===== config.mk =====
export PLATFORM = sky130hd
export DESIGN_NAME = seq_scan_scheduler
export DESIGN_NICKNAME = d
export VERILOG_FILES = /design/src/rtl/seq_scan_scheduler.sv
export SDC_FILE = /design/constraint.sdc
export NUM_CORES = 1
export LEC_CHECK = 0
export BUFFER_PORTS_ARGS = -buffer_cell sky130_fd_sc_hd__buf_4
export CORE_ASPECT_RATIO = 0.8
export CORE_MARGIN = 2
export CORE_UTILIZATION = 25
export DETAILED_ROUTE_END_ITERATION = 8
export GPL_TIMING_DRIVEN = 0
export HOLD_SLACK_MARGIN = 0.05
export PLACE_DENSITY = 0.44
export SYNTH_ARGS = -nofsm -noshare
export SYNTH_HDL_FRONTEND = slang
export SYNTH_SLANG_ARGS = --single-unit

===== constraint.sdc =====
create_clock -name clk -period 2.4 [get_ports clk]
set_input_delay 0.12 -clock clk [delete_from_list [all_inputs] [get_ports clk]]
set_output_delay 0.12 -clock clk [all_outputs]
set_load 0.1 [all_outputs]

===== src/rtl/seq_scan_scheduler.sv =====
// Round-robin scheduler that time-shares one serial pattern detector among several requesters.
// Words are shifted MSB first, and detector pulses in the latency-aligned window are counted.
module seq_scan_scheduler #(
   parameter int NUM_REQ = 4,
   parameter int DATA_W  = 8,
   parameter int DET_LAT = 1,
   parameter int ID_W    = $clog2(NUM_REQ),
   parameter int CNT_W   = $clog2(DATA_W + 1)
) (
   input  logic                      clk,
   input  logic                      reset,
   input  logic [NUM_REQ-1:0]        req_valid,
   input  logic [NUM_REQ*DATA_W-1:0] req_data,
   output logic [NUM_REQ-1:0]        req_ready,
   output logic                      det_reset,
   output logic                      det_seq_in,
   input  logic                      det_detect_out,
   output logic                      res_valid,
   input  logic                      res_ready,
   output logic [ID_W-1:0]           res_id,
   output logic [CNT_W-1:0]          res_count,
   output logic                      res_hit,
   output logic                      busy
);

   // state | meaning
   // IDLE  | waiting for any req_valid; grants one requester
   // RST   | one-cycle detector reset, count cleared
   // SHIFT | DATA_W cycles driving the word MSB first
   // DRAIN | DET_LAT cycles of zeros while late detections arrive
   // DONE  | result held until res_ready

   localparam int TMR_W = $clog2(DATA_W);

   typedef enum logic [2:0] {
      S_IDLE,
      S_RST,
      S_SHIFT,
      S_DRAIN,
      S_DONE
   } state_t;

   state_t              state, state_nxt;
   logic [ID_W-1:0]     rr_ptr;
   logic [DATA_W-1:0]   word;
   logic [ID_W-1:0]     id_q;
   logic [CNT_W-1:0]    count;
   logic [TMR_W-1:0]    timer;

   logic [2*NUM_REQ-1:0] valid_dbl;
   logic [NUM_REQ-1:0]   valid_rot;
   logic                 grant_found;
   logic [ID_W-1:0]      grant_offs;
   logic [ID_W:0]        grant_sum;
   logic [ID_W:0]        grant_inc;
   logic [ID_W-1:0]      grant_id;
   logic [ID_W-1:0]      rr_nxt;
   logic                 timer_tc;
   logic                 sample_en;

   // Rotate the request vector so index 0 is rr_ptr, then take the first set bit.
   always_comb begin
      valid_dbl   = {req_valid, req_valid};
      valid_rot   = valid_dbl[NUM_REQ-1:0];
      valid_rot   = NUM_REQ'(valid_dbl >> rr_ptr);
      grant_found = 1'b0;
      grant_offs  = '0;
      for (int k = 0; k < NUM_REQ; k++) begin
         if (!grant_found && valid_rot[k]) begin
            grant_found = 1'b1;
            grant_offs  = ID_W'(k);
         end
      end
      grant_sum = {1'b0, rr_ptr} + {1'b0, grant_offs};
      if (grant_sum >= (ID_W+1)'(NUM_REQ)) begin
         grant_sum = grant_sum - (ID_W+1)'(NUM_REQ);
      end
      grant_id  = grant_sum[ID_W-1:0];
      grant_inc = {1'b0, grant_id} + 1'b1;
      if (grant_inc == (ID_W+1)'(NUM_REQ)) begin
         rr_nxt = '0;
      end else begin
         rr_nxt = grant_inc[ID_W-1:0];
      end
   end

   assign timer_tc = (timer == '0);

   // In SHIFT the window opens DET_LAT bits after the first; DRAIN is always inside it.
   always_comb begin
      sample_en = 1'b0;
      case (state)
         S_SHIFT: sample_en = (int'(timer) + DET_LAT < DATA_W);
         S_DRAIN: sample_en = 1'b1;
         default: sample_en = 1'b0;
      endcase
   end

   always_comb begin
      state_nxt = state;
      case (state)
         S_IDLE:  if (grant_found) state_nxt = S_RST;
         S_RST:   state_nxt = S_SHIFT;
         S_SHIFT: if (timer_tc) state_nxt = S_DRAIN;
         S_DRAIN: if (timer_tc) state_nxt = S_DONE;
         S_DONE:  if (res_ready) state_nxt = S_IDLE;
         default: state_nxt = S_IDLE;
      endcase
   end

   always_ff @(posedge clk) begin
      if (reset) begin
         state  <= S_IDLE;
         rr_ptr <= '0;
         word   <= '0;
         id_q   <= '0;
         count  <= '0;
         timer  <= '0;
      end else begin
         state <= state_nxt;
         case (state)
            S_IDLE: begin
               if (grant_found) begin
                  word   <= req_data[grant_id*DATA_W +: DATA_W];
                  id_q   <= grant_id;
                  rr_ptr <= rr_nxt;
               end
            end
            S_RST: begin
               count <= '0;
               timer <= TMR_W'(DATA_W - 1);
            end
            S_SHIFT: begin
               if (sample_en && det_detect_out) count <= count + 1'b1;
               if (timer_tc) begin
                  timer <= TMR_W'(DET_LAT - 1);
               end else begin
                  timer <= timer - 1'b1;
               end
            end
            S_DRAIN: begin
               if (sample_en && det_detect_out) count <= count + 1'b1;
               if (!timer_tc) timer <= timer - 1'b1;
            end
            default: ;
         endcase
      end
   end

   // Outputs are gated by reset so nothing leaks out during a reset cycle mid-scan.
   always_comb begin
      req_ready = '0;
      if (!reset && state == S_IDLE && grant_found) begin
         req_ready = NUM_REQ'(1) << grant_id;
      end
   end

   assign det_reset  = reset || (state == S_RST);
   assign det_seq_in = !reset && (state == S_SHIFT) && word[timer];
   assign res_valid  = !reset && (state == S_DONE);
   assign res_id     = id_q;
   assign res_count  = count;
   assign res_hit    = (count != '0);
   assign busy       = !reset && (state != S_IDLE);

endmodule


# After elaboration in Yosys (flattened, before gate mapping)
# Index checks and enable logic that the tools add are counted.
# Widths: inputs -> output; s select.
# classes
add_sub_neg	6
n_lt_le_gt_ge	3
reduce_logical	26
eq_ne	11
n_mux	23
shifts	3
# op_table
cell	count
$shiftx 32x6->8	1
$mux 3	6
$pmux 3 s5	1
$logic_and 1x1->1	10
$ne 2x2->1 const B	5
$pmux 3 s3	1
$mux 2	4
$mux 4	2
$pmux 4 s2	1
$shr 8x2->4	1
$eq 3x2->1 const B	2
$eq 3x3->1 const B	2
$logic_not 3->1	2
$mux 1	6
$reduce_and 2->1	3
$reduce_bool 3->1	2
$add 3x1->4 const B	1
$add 4x1->4 const B	1
$logic_not 1->1	4
$lt 3x4->1 const B	1
$lt 4x4->1 const B	1
$reduce_and 4->1	1
$reduce_bool 4->1	1
$shl 1x2->4 const A	1
12 further kinds	12
# totals
out_inout_bits	15
register_bits	22

# Logic depth before layout (Yosys ltp)
# logic_depth
depth_word	17
depth_mapped	12
depth_no_buf	11

# Worst setup path before layout
# Ideal clock, no wire load.
# synth_path
path_type	flip-flop to output port
from	reg timer[0]
to	out det_seq_in
slack_ps	-3148
path_buffers	0
stages_incl_launch_ff	4
t_arrival_ps	5428
path_cell_list	dfxtp_1 mux4_2 nand2_1 a2111oi_0
# synth_between
elab_chain_cells	3
# synth_lines
element	line	rtl
from (decl)	48	logic [TMR_W-1:0] timer;
from (signal assigned)	131	timer <= TMR_W'(DATA_W - 1);
from (signal assigned)	136	timer <= TMR_W'(DET_LAT - 1);
from (signal assigned)	138	timer <= timer - 1'b1;
$bmux 1 s3	159	assign det_seq_in = !reset && (state == S_SHIFT) && word[timer];
$mux 1 (implied by the code)	159	
$logic_and 1x1->1	159	
to (decl)	16	output logic det_seq_in,
# No other way between the ends. The select of a mux whose other input is x is not followed.

# Worst setup path after layout
# layout_path
from	reg rr_ptr[0]
to	out req_ready[1]
# layout_between
elab_chain_cells	16
elab_cells_between_ends	21
cone_classes	add/sub: 2; order compare: 1; shift: 2; mux: 9; reduce/logical: 7
# layout_lines
element	line	rtl
from (decl)	44	logic [ID_W-1:0] rr_ptr;
from (signal assigned)	126	rr_ptr <= rr_nxt;
$shr 8x2->4	65	valid_rot = NUM_REQ'(valid_dbl >> rr_ptr);
$mux 1	69	if (!grant_found && valid_rot[k]) begin
$logic_not 1->1	69	
$logic_and 1x1->1	69	
$mux 1	69	
$logic_not 1->1	69	
$logic_and 1x1->1	69	
$mux 1	69	
$logic_not 1->1	69	
$logic_and 1x1->1	69	
$mux 2	69	
$add 2x2->3	74	grant_sum = {1'b0, rr_ptr} + {1'b0, grant_offs};
$ge 3x3->1 / $sub 2x1->2 (equally long branches)	75, 76	
$mux 2	75	if (grant_sum >= (ID_W+1)'(NUM_REQ)) begin
$shl 1x2->4	154	req_ready = NUM_REQ'(1) << grant_id;
$mux 4 *	153	if (!reset && state == S_IDLE && grant_found) begin
to (decl)	14	output logic [NUM_REQ-1:0] req_ready,
# Every way passes the cells marked *; elsewhere a longest branch is shown, timed or not.

==> flow_summary.yaml <==
run_status:
  status: "complete, but fails checks"
  violations: "setup timing"
grt:
  grt_usage_pct: 13.5
  grt_pass1_wl_um: 9120
  grt_use_met3_pct: 2.30
  antenna_found_initial: 0
  gr-max-usage-layer: "met2"
  use_met1_pct: 19.2
  grt_max_degree: 13
  grt_pass1_vias: 1947
  grt_overflow_total: 0
  use_met2_pct: 22.3
timing:
  tightest_slew_ns: 0.565
  fin_tns_setup_ns: -1.03
  fmax_mhz: 371
  fin_crit_sh_pct: 112
  hold_viol: 0
  setup_viol: 4
  hold_ws_ns: 0.0991
  relSlewSlack_pct: 62.3
  timing.final.ws_setup_ns: -0.299
  rsz0062_at_grt: "yes"
  min_period_ns: 2.70
  final_max_slew_viol_count: 0
  fin_skew_ns: 0.00474
synth:
  synth_compound_area_share_pct: 22.2
  synthSimpleGateAreaFrac_pct: 29.3
  synth_mux_area_share_pct: 11.9
  synthTopCellsByCount: "nand2_1, a21oi_1, dfxtp_1"
  syn-instance-count: 251
  synth-xor-area-share_pct: 3.11
  ys_top_cells_by_area: "dfxtp_1, nand2_1, mux2_2"
  synth_edf_count: 0
  yosysWarnings: 0
  synth_top_cell_area_share_pct: 23.3
  synth.ff_latch_count: 22
  synth_fp_nets: 297
  synth_top_family_by_area: "simple AND/OR/NAND/NOR gates"
  syn_avg_cell_area_um2: 7.54
  async_reset_ff_share_pct: 0
  synth_cell_types: 45
  synth_area_leader_cell: "dfxtp_1"
  synthAdderAreaFrac_pct: 3.97
  synth_most_common_cell: "nand2_1"
  ys.flop_type: "dfxtp_1"
  netlist_area_um2: 1890
  ys_seq_area_share_pct: 23.3
setup_path:
  rrSetupSlack_ns: 0.07
  critPathMostFrequentCell: "buf_6"
  crit_required_ns: 2.28
  cp_max_fo: 7
  path_class: "reg -> out"
  cp_cell_sequence: "buf_6 > or4_4 > o2111ai_4 > ha_4 > xor2_4 > buf_6 > buf_12 > a21oi_4 > nor4b_4 > buf_6"
  arrival_ns: 2.58
  reg2reg_from: "rr_ptr[0]$_SDFFE_PP0P_"
  cpLargestDelayFamily: "simple AND/OR/NAND/NOR gates"
  crit_buf_inv: 4
  cp-end-kind: "output port"
  slowest_stage: "or4_4"
  crit_path_start_kind: "register"
  r2r_cells: 11
  critical_path.max_stage_delay_ns: 0.49
  setup.worst_path.start: "rr_ptr[0]$_SDFFE_PP0P_"
  crit_path_end: "req_ready[1]"
  path_depth: 10
  timing.rr.end: "word[4]$_SDFFE_PP0P_"
route:
  firstDrtPassIters: 4
  vias_per_cell: 4.98
  routedWlPerCell_um: 13.7
  drtIter0Drc: 52
  vias: 2056
  route.antenna.remaining_nets: 0
  finalWirelength_um: 5650
  drc_errors: 0
placement:
  port_buffers: 53
  dp_cells: 394
  pre_cts_ws_ns: -0.513
  gp_congestion: 0.759
  hpwl_um: 4170
pwr:
  power.density_nw_per_um2: 1210
  seq_power_share_pct: 16.7
  power.share.combinational_pct: 75.3
  p_int_mw: 1.81
  clock_power_share_pct: 8.0
  swShare_pct: 47.3
  power_leakage_nw: 1.17
  peakVddDrop_mv: 0.384
  p_switching_mw: 1.62
finish:
  instances_no_fill: 413
  fill_cells: 750
  multi_input_area_um2: 1480
  n_antenna_cell: 0
  final_util_pct: 38.5
  fin_nets: 370
  syn_to_final_growth_pct: 49.8
  drive_gt1_share_pct: 40.6
  regArea_um2: 442
floorplanning:
  rows: 28
  fp.dieH_um: 81.8
  ios: 55
  dieWidth_um: 101
  core-area_um2: 7360
  initial_core_util_pct: 25.7
  fp.dieArea_um2: 8280
clocking:
  clkTransAtPathRegs_ns: 0.09
  clockBufferDepth: 2
  cts_sinks: 22
  cts_root_buf: "clkbuf_8"
  cts_tree: "built"
  numCtsBuffers: 3
  hold_buffers: 0
  htreeDepth: 1
  clk_latency_ns: 0.27
hold_path:
  hold_class: "in -> reg"
job:
  cap_violations: 0
metrics by stage:
step | total power [mW] | area (µm²)
floorplan | 2.24 | 1990
detailed placement | 2.67 | 2500
global placement | 2.68 | 2500
finish | 3.43 | 2830
global route | 3.67 | 2830
CTS | 3.18 | 2730
layout by cell type, fill, tap and decap left out, types with 5 or more instances in the layout:
master | synthesis | layout
a21oi_1 | 35 | 35
buf_12 | 0 | 5
buf_4 | 0 | 61
buf_6 | 3 | 8
dfxtp_1 | 22 | 21
ha_1 | 6 | 5
inv_1 | 9 | 9
mux2_2 | 16 | 15
nand2_1 | 51 | 50
nor2_1 | 17 | 17
nor3_1 | 11 | 10
o21ai_0 | 12 | 7
o21ai_1 | 3 | 6
cells by family after synthesis:
logic type	after synthesis
multiplexers	18
buffers and inverters	23
AO/OA/AOI/OAI	70
adder cells (fa/ha/maj)	6
XOR/XNOR	5
flip-flops	22
AND/OR/NAND/NOR	107
power groups by stage:
stage | sequential [mW] | combinational, mW | clock (mW)
2_1_floorplan | 0.675 | 1.56 | 0
3_3_place_gp | 0.589 | 2.09 | 0
3_5_place_dp | 0.586 | 2.08 | 0
4_1_cts | 0.574 | 2.33 | 0.279
5_1_grt | 0.592 | 2.78 | 0.292
6_report | 0.572 | 2.58 | 0.275
what timing repair did:
action | CTS | global route
gates resized for setup | 17 | 14
pin swaps | 5 | 9
buffers inserted | 9 | 6
setup endpoints to repair | 13 | 12
gates cloned | 0 | 1
flip-flops by register name, summed over array words and instances, names as in the netlist:
| name | count |
|---|---|
| word | 8 |
| rr_ptr | 2 |
| state | 3 |
| timer | 3 |
| res_id | 2 |
| res_count | 4 |
worst reg2reg max path: stages (launching register included):
cell and delay (ns):
dfxtp_2 0.33, buf_6 0.12, and3b_1 0.19, o21ai_2 0.18, o2111ai_4 0.16, ha_4 0.37, buf_12 0.15, mux2_2 0.35
nand2_1 0.07, a21oi_1 0.07, nor3_2 0.17, o21ai_1 0.08
cell type report:
| type | instances | area share (%) |
|---|---|---|
| multi-input combinational | 206 | 52.1 |
| clock buffer | 4 | 1.94 |
| sequential | 22 | 15.6 |
| timing repair buffer | 68 | 20.7 |
| inverter | 9 | 1.19 |
| buffer | 14 | 4.50 |
| tap | 90 | 3.97 |
layer usage:
metal	vias to the layer above	routed length, µm
met4	0	27
li1	1031	-
met1	971	2860
met2	52	2530
met5	-	0
met3	2	238
how the worst min path moves through the flow:
stage	startpoint	endpoint	slack (ns)	depth (start not counted)
detailed placement	reset	state[0]$_SDFFE_PP0P_	0.38	2
CTS	reset	state[0]$_SDFFE_PP0P_	0.09	2
floorplan	reset	state[0]$_SDFFE_PP0P_	0.20	1
global placement	reset	state[0]$_SDFFE_PP0P_	0.38	2
finish	reset	state[0]$_SDFFE_PP0P_	0.1	2
global route	reset	state[0]$_SDFFE_PP0P_	0.1	2
Note: power is estimated with default switching activity, not from simulation.
